===== src/rtl/ethernet_udp_reply_serializer.sv =====
// ethernet_udp_reply_serializer: latches a finished UDP reply and streams it byte-wise
// with zero padding to the Ethernet minimum, CRC-32 FCS and inter-frame gap.
module ethernet_udp_reply_serializer #(
   parameter int PREAMBLE_BYTES = 8,
   parameter int HEADER_BYTES   = 42,
   parameter int PAYLOAD_MAX    = 63,
   parameter int MIN_FRAME      = 60,
   parameter int IFG_CYCLES     = 12
) (
   input  logic                                        i_clk,
   input  logic                                        i_reset,
   input  logic                                        i_start,
   input  logic [(PREAMBLE_BYTES+HEADER_BYTES)*8-1:0]  i_head,
   input  logic [PAYLOAD_MAX*8-1:0]                    i_payload,
   input  logic [15:0]                                 i_payload_size,
   output logic [7:0]                                  o_tx_data,
   output logic                                        o_tx_valid,
   output logic                                        o_tx_sof,
   output logic                                        o_tx_eof,
   output logic                                        o_busy,
   output logic                                        o_dropped
);
   localparam int HW = (PREAMBLE_BYTES + HEADER_BYTES) * 8;
   localparam int PW = PAYLOAD_MAX * 8;

   typedef enum logic [2:0] {IDLE, PRE, HDR, PAY, PAD, FCS, IFG} state_t;

   state_t        state, state_n;
   logic [6:0]    idx, size_r, size_c, pad;
   logic [HW-1:0] head_r;
   logic [PW-1:0] pay_r;
   logic [31:0]   crc;
   logic          accept;

   function automatic logic [31:0] crc_byte(input logic [31:0] c, input logic [7:0] d);
      logic [31:0] r;
      r = c ^ {24'd0, d};
      for (int i = 0; i < 8; i++) r = r[0] ? (r >> 1) ^ 32'hEDB88320 : r >> 1;
      return r;
   endfunction

   assign accept = state == IDLE && i_start;
   assign size_c = (i_payload_size > 16'(PAYLOAD_MAX)) ? 7'(PAYLOAD_MAX) : i_payload_size[6:0];
   // size_r is already clamped, so the pad count fits comfortably in 7 bits
   assign pad    = (7'(HEADER_BYTES) + size_r >= 7'(MIN_FRAME)) ? 7'd0
                 : 7'(MIN_FRAME - HEADER_BYTES) - size_r;

   always_comb begin
      state_n    = state;
      o_tx_data  = 8'd0;
      o_tx_valid = 1'b0;
      o_tx_sof   = 1'b0;
      o_tx_eof   = 1'b0;
      o_busy     = state != IDLE;
      case (state)
         IDLE: state_n = i_start ? PRE : IDLE;
         PRE: begin
            o_tx_data  = head_r[HW-1 -: 8];
            o_tx_valid = 1'b1;
            o_tx_sof   = idx == 7'd0;
            state_n    = idx == 7'(PREAMBLE_BYTES - 1) ? HDR : PRE;
         end
         HDR: begin
            o_tx_data  = head_r[HW-1 -: 8];
            o_tx_valid = 1'b1;
            state_n    = idx != 7'(HEADER_BYTES - 1) ? HDR : size_r != 7'd0 ? PAY : pad != 7'd0 ? PAD : FCS;
         end
         PAY: begin
            o_tx_data  = pay_r[PW-1 -: 8];
            o_tx_valid = 1'b1;
            state_n    = idx != size_r - 7'd1 ? PAY : pad != 7'd0 ? PAD : FCS;
         end
         PAD: begin
            o_tx_valid = 1'b1;
            state_n    = idx == pad - 7'd1 ? FCS : PAD;
         end
         FCS: begin
            o_tx_data  = ~crc[7:0];
            o_tx_valid = 1'b1;
            o_tx_eof   = idx == 7'd3;
            state_n    = idx == 7'd3 ? IFG : FCS;
         end
         IFG: state_n = idx == 7'(IFG_CYCLES - 1) ? IDLE : IFG;
         default: state_n = IDLE;
      endcase
   end

   always_ff @(posedge i_clk or posedge i_reset) begin
      if (i_reset) begin
         state     <= IDLE;
         idx       <= 7'd0;
         head_r    <= '0;
         pay_r     <= '0;
         size_r    <= 7'd0;
         crc       <= 32'hFFFFFFFF;
         o_dropped <= 1'b0;
      end else begin
         state     <= state_n;
         idx       <= (state_n != state || state == IDLE) ? 7'd0 : idx + 7'd1;
         o_dropped <= i_start && state != IDLE;
         head_r    <= accept ? i_head : (state == PRE || state == HDR) ? head_r << 8 : head_r;
         pay_r     <= accept ? i_payload : state == PAY ? pay_r << 8 : pay_r;
         size_r    <= accept ? size_c : size_r;
         // FCS is sent by shifting the finished CRC out, low byte first
         crc       <= accept ? 32'hFFFFFFFF
                    : (state == HDR || state == PAY || state == PAD) ? crc_byte(crc, o_tx_data)
                    : state == FCS ? crc >> 8 : crc;
      end
   end
endmodule


===== config.mk =====
export PLATFORM = sky130hd
export DESIGN_NAME = ethernet_udp_reply_serializer
export DESIGN_NICKNAME = d
export VERILOG_FILES = /design/src/rtl/ethernet_udp_reply_serializer.sv
export SDC_FILE = /design/constraint.sdc
export NUM_CORES = 2
export LEC_CHECK = 0
export ABC_AREA = 1
export BUFFER_PORTS_ARGS = -buffer_cell sky130_fd_sc_hd__buf_2
export CORE_AREA = 10 10 352 354
export DETAILED_ROUTE_END_ITERATION = 12
export DIE_AREA = 0 0 362 364
export GPL_ROUTABILITY_DRIVEN = 0
export HOLD_SLACK_MARGIN = 0.12
export SETUP_SLACK_MARGIN = 0.2
export SYNTH_ARGS = -nofsm -noshare
export SYNTH_HDL_FRONTEND = slang
export SYNTH_SLANG_ARGS = --single-unit
export TNS_END_PERCENT = 100

===== constraint.sdc =====
create_clock -name i_clk -period 39.2 [get_ports i_clk]
set_input_delay 1.96 -clock i_clk [delete_from_list [all_inputs] [get_ports i_clk]]
set_output_delay 1.96 -clock i_clk [all_outputs]
set_load 0.02 [all_outputs]

==> metrics.log <==
[metrics] DRC violation count after routing: 0
[metrics] multiplexer share of the synthesized area: 0%
[metrics] met2 routing resource usage after global routing: 38.57%
[metrics] simple-gate portion of the synthesized area: 19.11%
[metrics] final setup violation count: 0
[metrics] hold_sp: pay_r[8]$_DFFE_PP0P_
[metrics] post-route antenna net violation count: 0
[metrics] routed length per instance: 20.91 um
[metrics] crit path kind: input pin to asynchronous set/reset pin
[metrics] P&R area growth vs syn: 20.37%
[metrics] commonest cells after routing, fill and taps aside: sky130_fd_sc_hd__nand2_1 (1,119), sky130_fd_sc_hd__buf_2 (935), sky130_fd_sc_hd__nor2_1 (933), sky130_fd_sc_hd__dfrtp_1 (922), sky130_fd_sc_hd__a21oi_1 (886)
[metrics] r2r setup slk: 34.07 ns
[metrics] Pre-Repair DR Iteration Count: 5
[metrics] number of global-route vias before repair: 41,422
[metrics] parity-gate share of the synthesized area counting xor and xnor cells: 0.9021%
[metrics] GRT busiest layer: met2
[metrics] number of levels the H-tree was split into: 3
[metrics] met1 track utilization from global routing: 30.50%
[metrics] clock sink total: 954
[metrics] Global Route met3 Usage: 4.762%
[metrics] Die Footprint: 131,800 sq um
[metrics] count of final hold-check violations: 0
[metrics] TritonCTS Buffers: 107
[metrics] FILL cells: 11,780
[metrics] Crit path buffers/inverters: 7
[metrics] biggest fanout along the worst timing path: 132
[metrics] clock edge transition at the registers on the reported setup and hold paths: 0.06 ns
[metrics] Final HPWL DP: 116.1 mm
[metrics] Critical Path Slowest Stage Cell: sky130_fd_sc_hd__buf_4
[metrics] fraction of power spent switching nets: 27.03%
[metrics] Max VDD drop: 0.03388 mV
[metrics] Placed Area: 50,170 sq um
[metrics] top cells by area, synth: sky130_fd_sc_hd__dfrtp_1 (52%), sky130_fd_sc_hd__a21oi_1 (9.9%), sky130_fd_sc_hd__nand2_1 (9.4%)
[metrics] layout cell share with drive strength beyond 1: 19.71%
[metrics] Yosys reg bits: 954
[metrics] drt first-iter violations: 4,426
[metrics] Overall Power: 0.002450 W
[metrics] WL final: 166.2 mm
[metrics] YS warnings: 0
[metrics] CP Data Required Time: 39.89 ns
[metrics] final design instance area without fill: 53,930 sq um
[metrics] I/O pin count: 936
[metrics] share of the clock period used by the worst path after layout: 15.78%
[metrics] relative slew slack: 25.06%
[metrics] Initial Utilization: 38.25%
[metrics] Post-Synthesis Cell Area: 44,800 sq um
[metrics] maximum number of buffers from clock root to sink: 3
[metrics] dominant cell type by area after synthesis: sky130_fd_sc_hd__dfrtp_1
[metrics] Comb power frac: 12.9%
[metrics] Reg2Reg Capture Point: pay_r[98]$_DFFE_PP0P_
[metrics] syn nets: 6,545
[metrics] final setup TNS: 0 ns
[metrics] Top cell by count, worst path: sky130_fd_sc_hd__buf_4
[metrics] source-to-sink clock delay at the later pin of the worst-skew pair: 0.70 ns
[metrics] postcts setup bufs: 0
[metrics] most common cell after layout, fill and taps aside: sky130_fd_sc_hd__nand2_1
[metrics] pin count of the biggest net entering global routing: 226
[metrics] Floorplan Core Area: 117,100 sq um
[metrics] area occupied by multi-input gates: 18,720 sq um
[metrics] total power divided by cell area: 45.43 nW/um^2
[metrics] sequential cell area in the final layout: 23,910 sq um
[metrics] max-cap violation count: 0
[metrics] setup repair after global routing missed its margin: no
[metrics] share of synthesized cell area in full adder, half adder and majority cells: 0.2793%
[metrics] Power Internal: 0.001788 W
[metrics] type of the most critical hold path: flip-flop to flip-flop
[metrics] combinational family with the most area after synthesis: compound AO/OA/AOI/OAI gates
[metrics] via density per instance: 5.338
[metrics] CP cell instances: buf_2 > inv_8 > buf_4 > buf_4 > buf_4 > buf_4 > buf_4
[metrics] TritonCTS clock tree: built
[metrics] Critical R2R Launch: state[2]$_DFF_PP0_
[metrics] Clk Tree Root Cell: sky130_fd_sc_hd__clkbuf_16
[metrics] width of the die: 362 um
[metrics] Die H: 364 um
[metrics] synthesized area per cell: 7.983 sq um
[metrics] highest attainable clock frequency: 161.6 MHz
[metrics] endpoint arrival time on the critical path: 6.88 ns
[metrics] reg2reg path depth: 10
[metrics] portion of total power attributed to sequential cells: 44.3%
[metrics] run status: finished clean
[metrics] number of cells produced by synthesis: 5,612
[metrics] reported leakage power: 26.93 nW
[metrics] WHS Path Cells: 2
[metrics] hold buffers post-CTS: 0
[metrics] crit path capture type: asynchronous set/reset pin
[metrics] minimum clock period after layout: 6.186 ns
[metrics] CTS-repair resized insts: 0
[metrics] share of the core filled with cells: 46.04%
[metrics] crit start category: input pin
[metrics] number of antenna violations at the first check in global routing: 64
[metrics] number of distinct library cells after synthesis: 50
[metrics] count of pins over their slew limit: 0
[metrics] global-route wire length before repair: 248.1 mm
[metrics] All-Layer GR Usage: 23.86%
[metrics] Endpoint, Worst Hold: pay_r[8]$_DFFE_PP0P_
[metrics] detailed-route via count: 42,419
[metrics] Clk pwr share: 42.7%
[metrics] number of nets in the layout: 7,221
[metrics] remaining global-route overflow: 0
[metrics] net switching power of the design: 0.0006622 W
[metrics] fraction of post-synthesis cell area in the top cell type by area: 51.50%
[metrics] crit-path leading delay family: buffers and inverters
[metrics] port bufs: 935
[metrics] share of the yosys chip area belonging to registers: 53.38%
[metrics] placement row count: 126
[metrics] slew at the pin closest to its max-slew limit: 1.124 ns
[metrics] Largest stage delay, worst path: 0.90 ns
[metrics] synthesized-area fraction occupied by ao, oa, aoi and oai cells: 21.47%
[metrics] clock tree skew after final layout: 0.02486 ns
[tightest hold or removal path, stage by stage (launching register included)]
cell	delay (ns)
sky130_fd_sc_hd__dfrtp_1	0.34
sky130_fd_sc_hd__nand2_1	0.05
sky130_fd_sc_hd__nand2_1	0.06
[metal layers]
metal / vias up / share of wire (%)
li1: 19957 / -
met3: 338 / 6.2
met4: 32 / 4.5
met1: 20710 / 41
met5: - / 0.12
met2: 1382 / 48
[cells in the mapped netlist (all sizes together)]
library cell / number
nand2: 1155
o21ai: 946
nor2: 939
dfrtp: 922
a21oi: 886
clkbuf: 281
buf: 130
inv: 125
nand3: 72
dfstp: 32
xnor2: 19
xor2: 19
o211ai: 17
a22oi: 16
ha: 10
nand4: 8
o22ai: 8
nor3: 7
o21bai: 3
a211oi: 2
a31oi: 2
clkinv: 2
nor4: 2
o221ai: 2
a211o: 1
and3: 1
nand3b: 1
nor3b: 1
o31ai: 1
or2: 1
xnor3: 1
[kinds of logic after synthesis]
kind of cell	after synthesis
and+or+nand+nor	2187
AOI/OAI and AO/OA	1884
DFF	954
buffers and inverters	538
xor gates and xnor gates	39
adders and majority gates	10
[sequential cells by signal, summed over array words and instances, names as in the netlist]
signal / flops
state: 3
pay_r: 504
o_dropped: 1
idx: 7
head_r: 400
size_r: 7
crc: 32
[per-stage QoR]
stage	std cells	hold slack (ns)	setup slack, ns
floorplan	5612	0.4495	10.46
global placement	7715	0.4641	32.05
detailed placement	7715	0.4672	32.06
CTS	7910	0.4840	32.83
global route	7938	0.5021	32.31
finish	7947	0.4803	33.01
[worst max path at each step]
| stage | cells past startpoint | startpoint | slack [ns] | to |
|---|---|---|---|---|
| after detailed placement | 7 | i_reset | 32.06 | head_r[305]$_DFFE_PP0P_ |
| after global routing | 7 | i_reset | 32.31 | head_r[332]$_DFFE_PP0P_ |
| after floorplan | 1 | i_reset | 10.46 | head_r[0]$_DFFE_PP0P_ |
| after global placement | 7 | i_reset | 32.05 | head_r[305]$_DFFE_PP0P_ |
| final | 7 | i_reset | 33.01 | head_r[305]$_DFFE_PP0P_ |
| after CTS | 7 | i_reset | 32.83 | head_r[305]$_DFFE_PP0P_ |
[power by group through the flow]
stage	Clock (W)	Sequential, W	Combinational, W
6_report	0.00105	0.00109	0.000317
4_1_cts	0.00107	0.00108	0.000318
3_3_place_gp	0	0.00110	0.000311
3_5_place_dp	0	0.00110	0.000317
2_1_floorplan	0	0.00109	0.000206
5_1_grt	0.00111	0.00109	0.000358
[layout make-up]
cell class | count | share of cell area, %
flip-flops and latches | 954 | 44.34
inverters | 127 | 0.9490
clock inverters | 43 | 1.037
clock buffers | 152 | 5.763
diodes | 37 | 0.1717
well taps | 1536 | 3.564
multi-input cells | 4120 | 34.71
repair buffers | 978 | 9.462
Note: power is estimated with default switching activity, not from simulation.
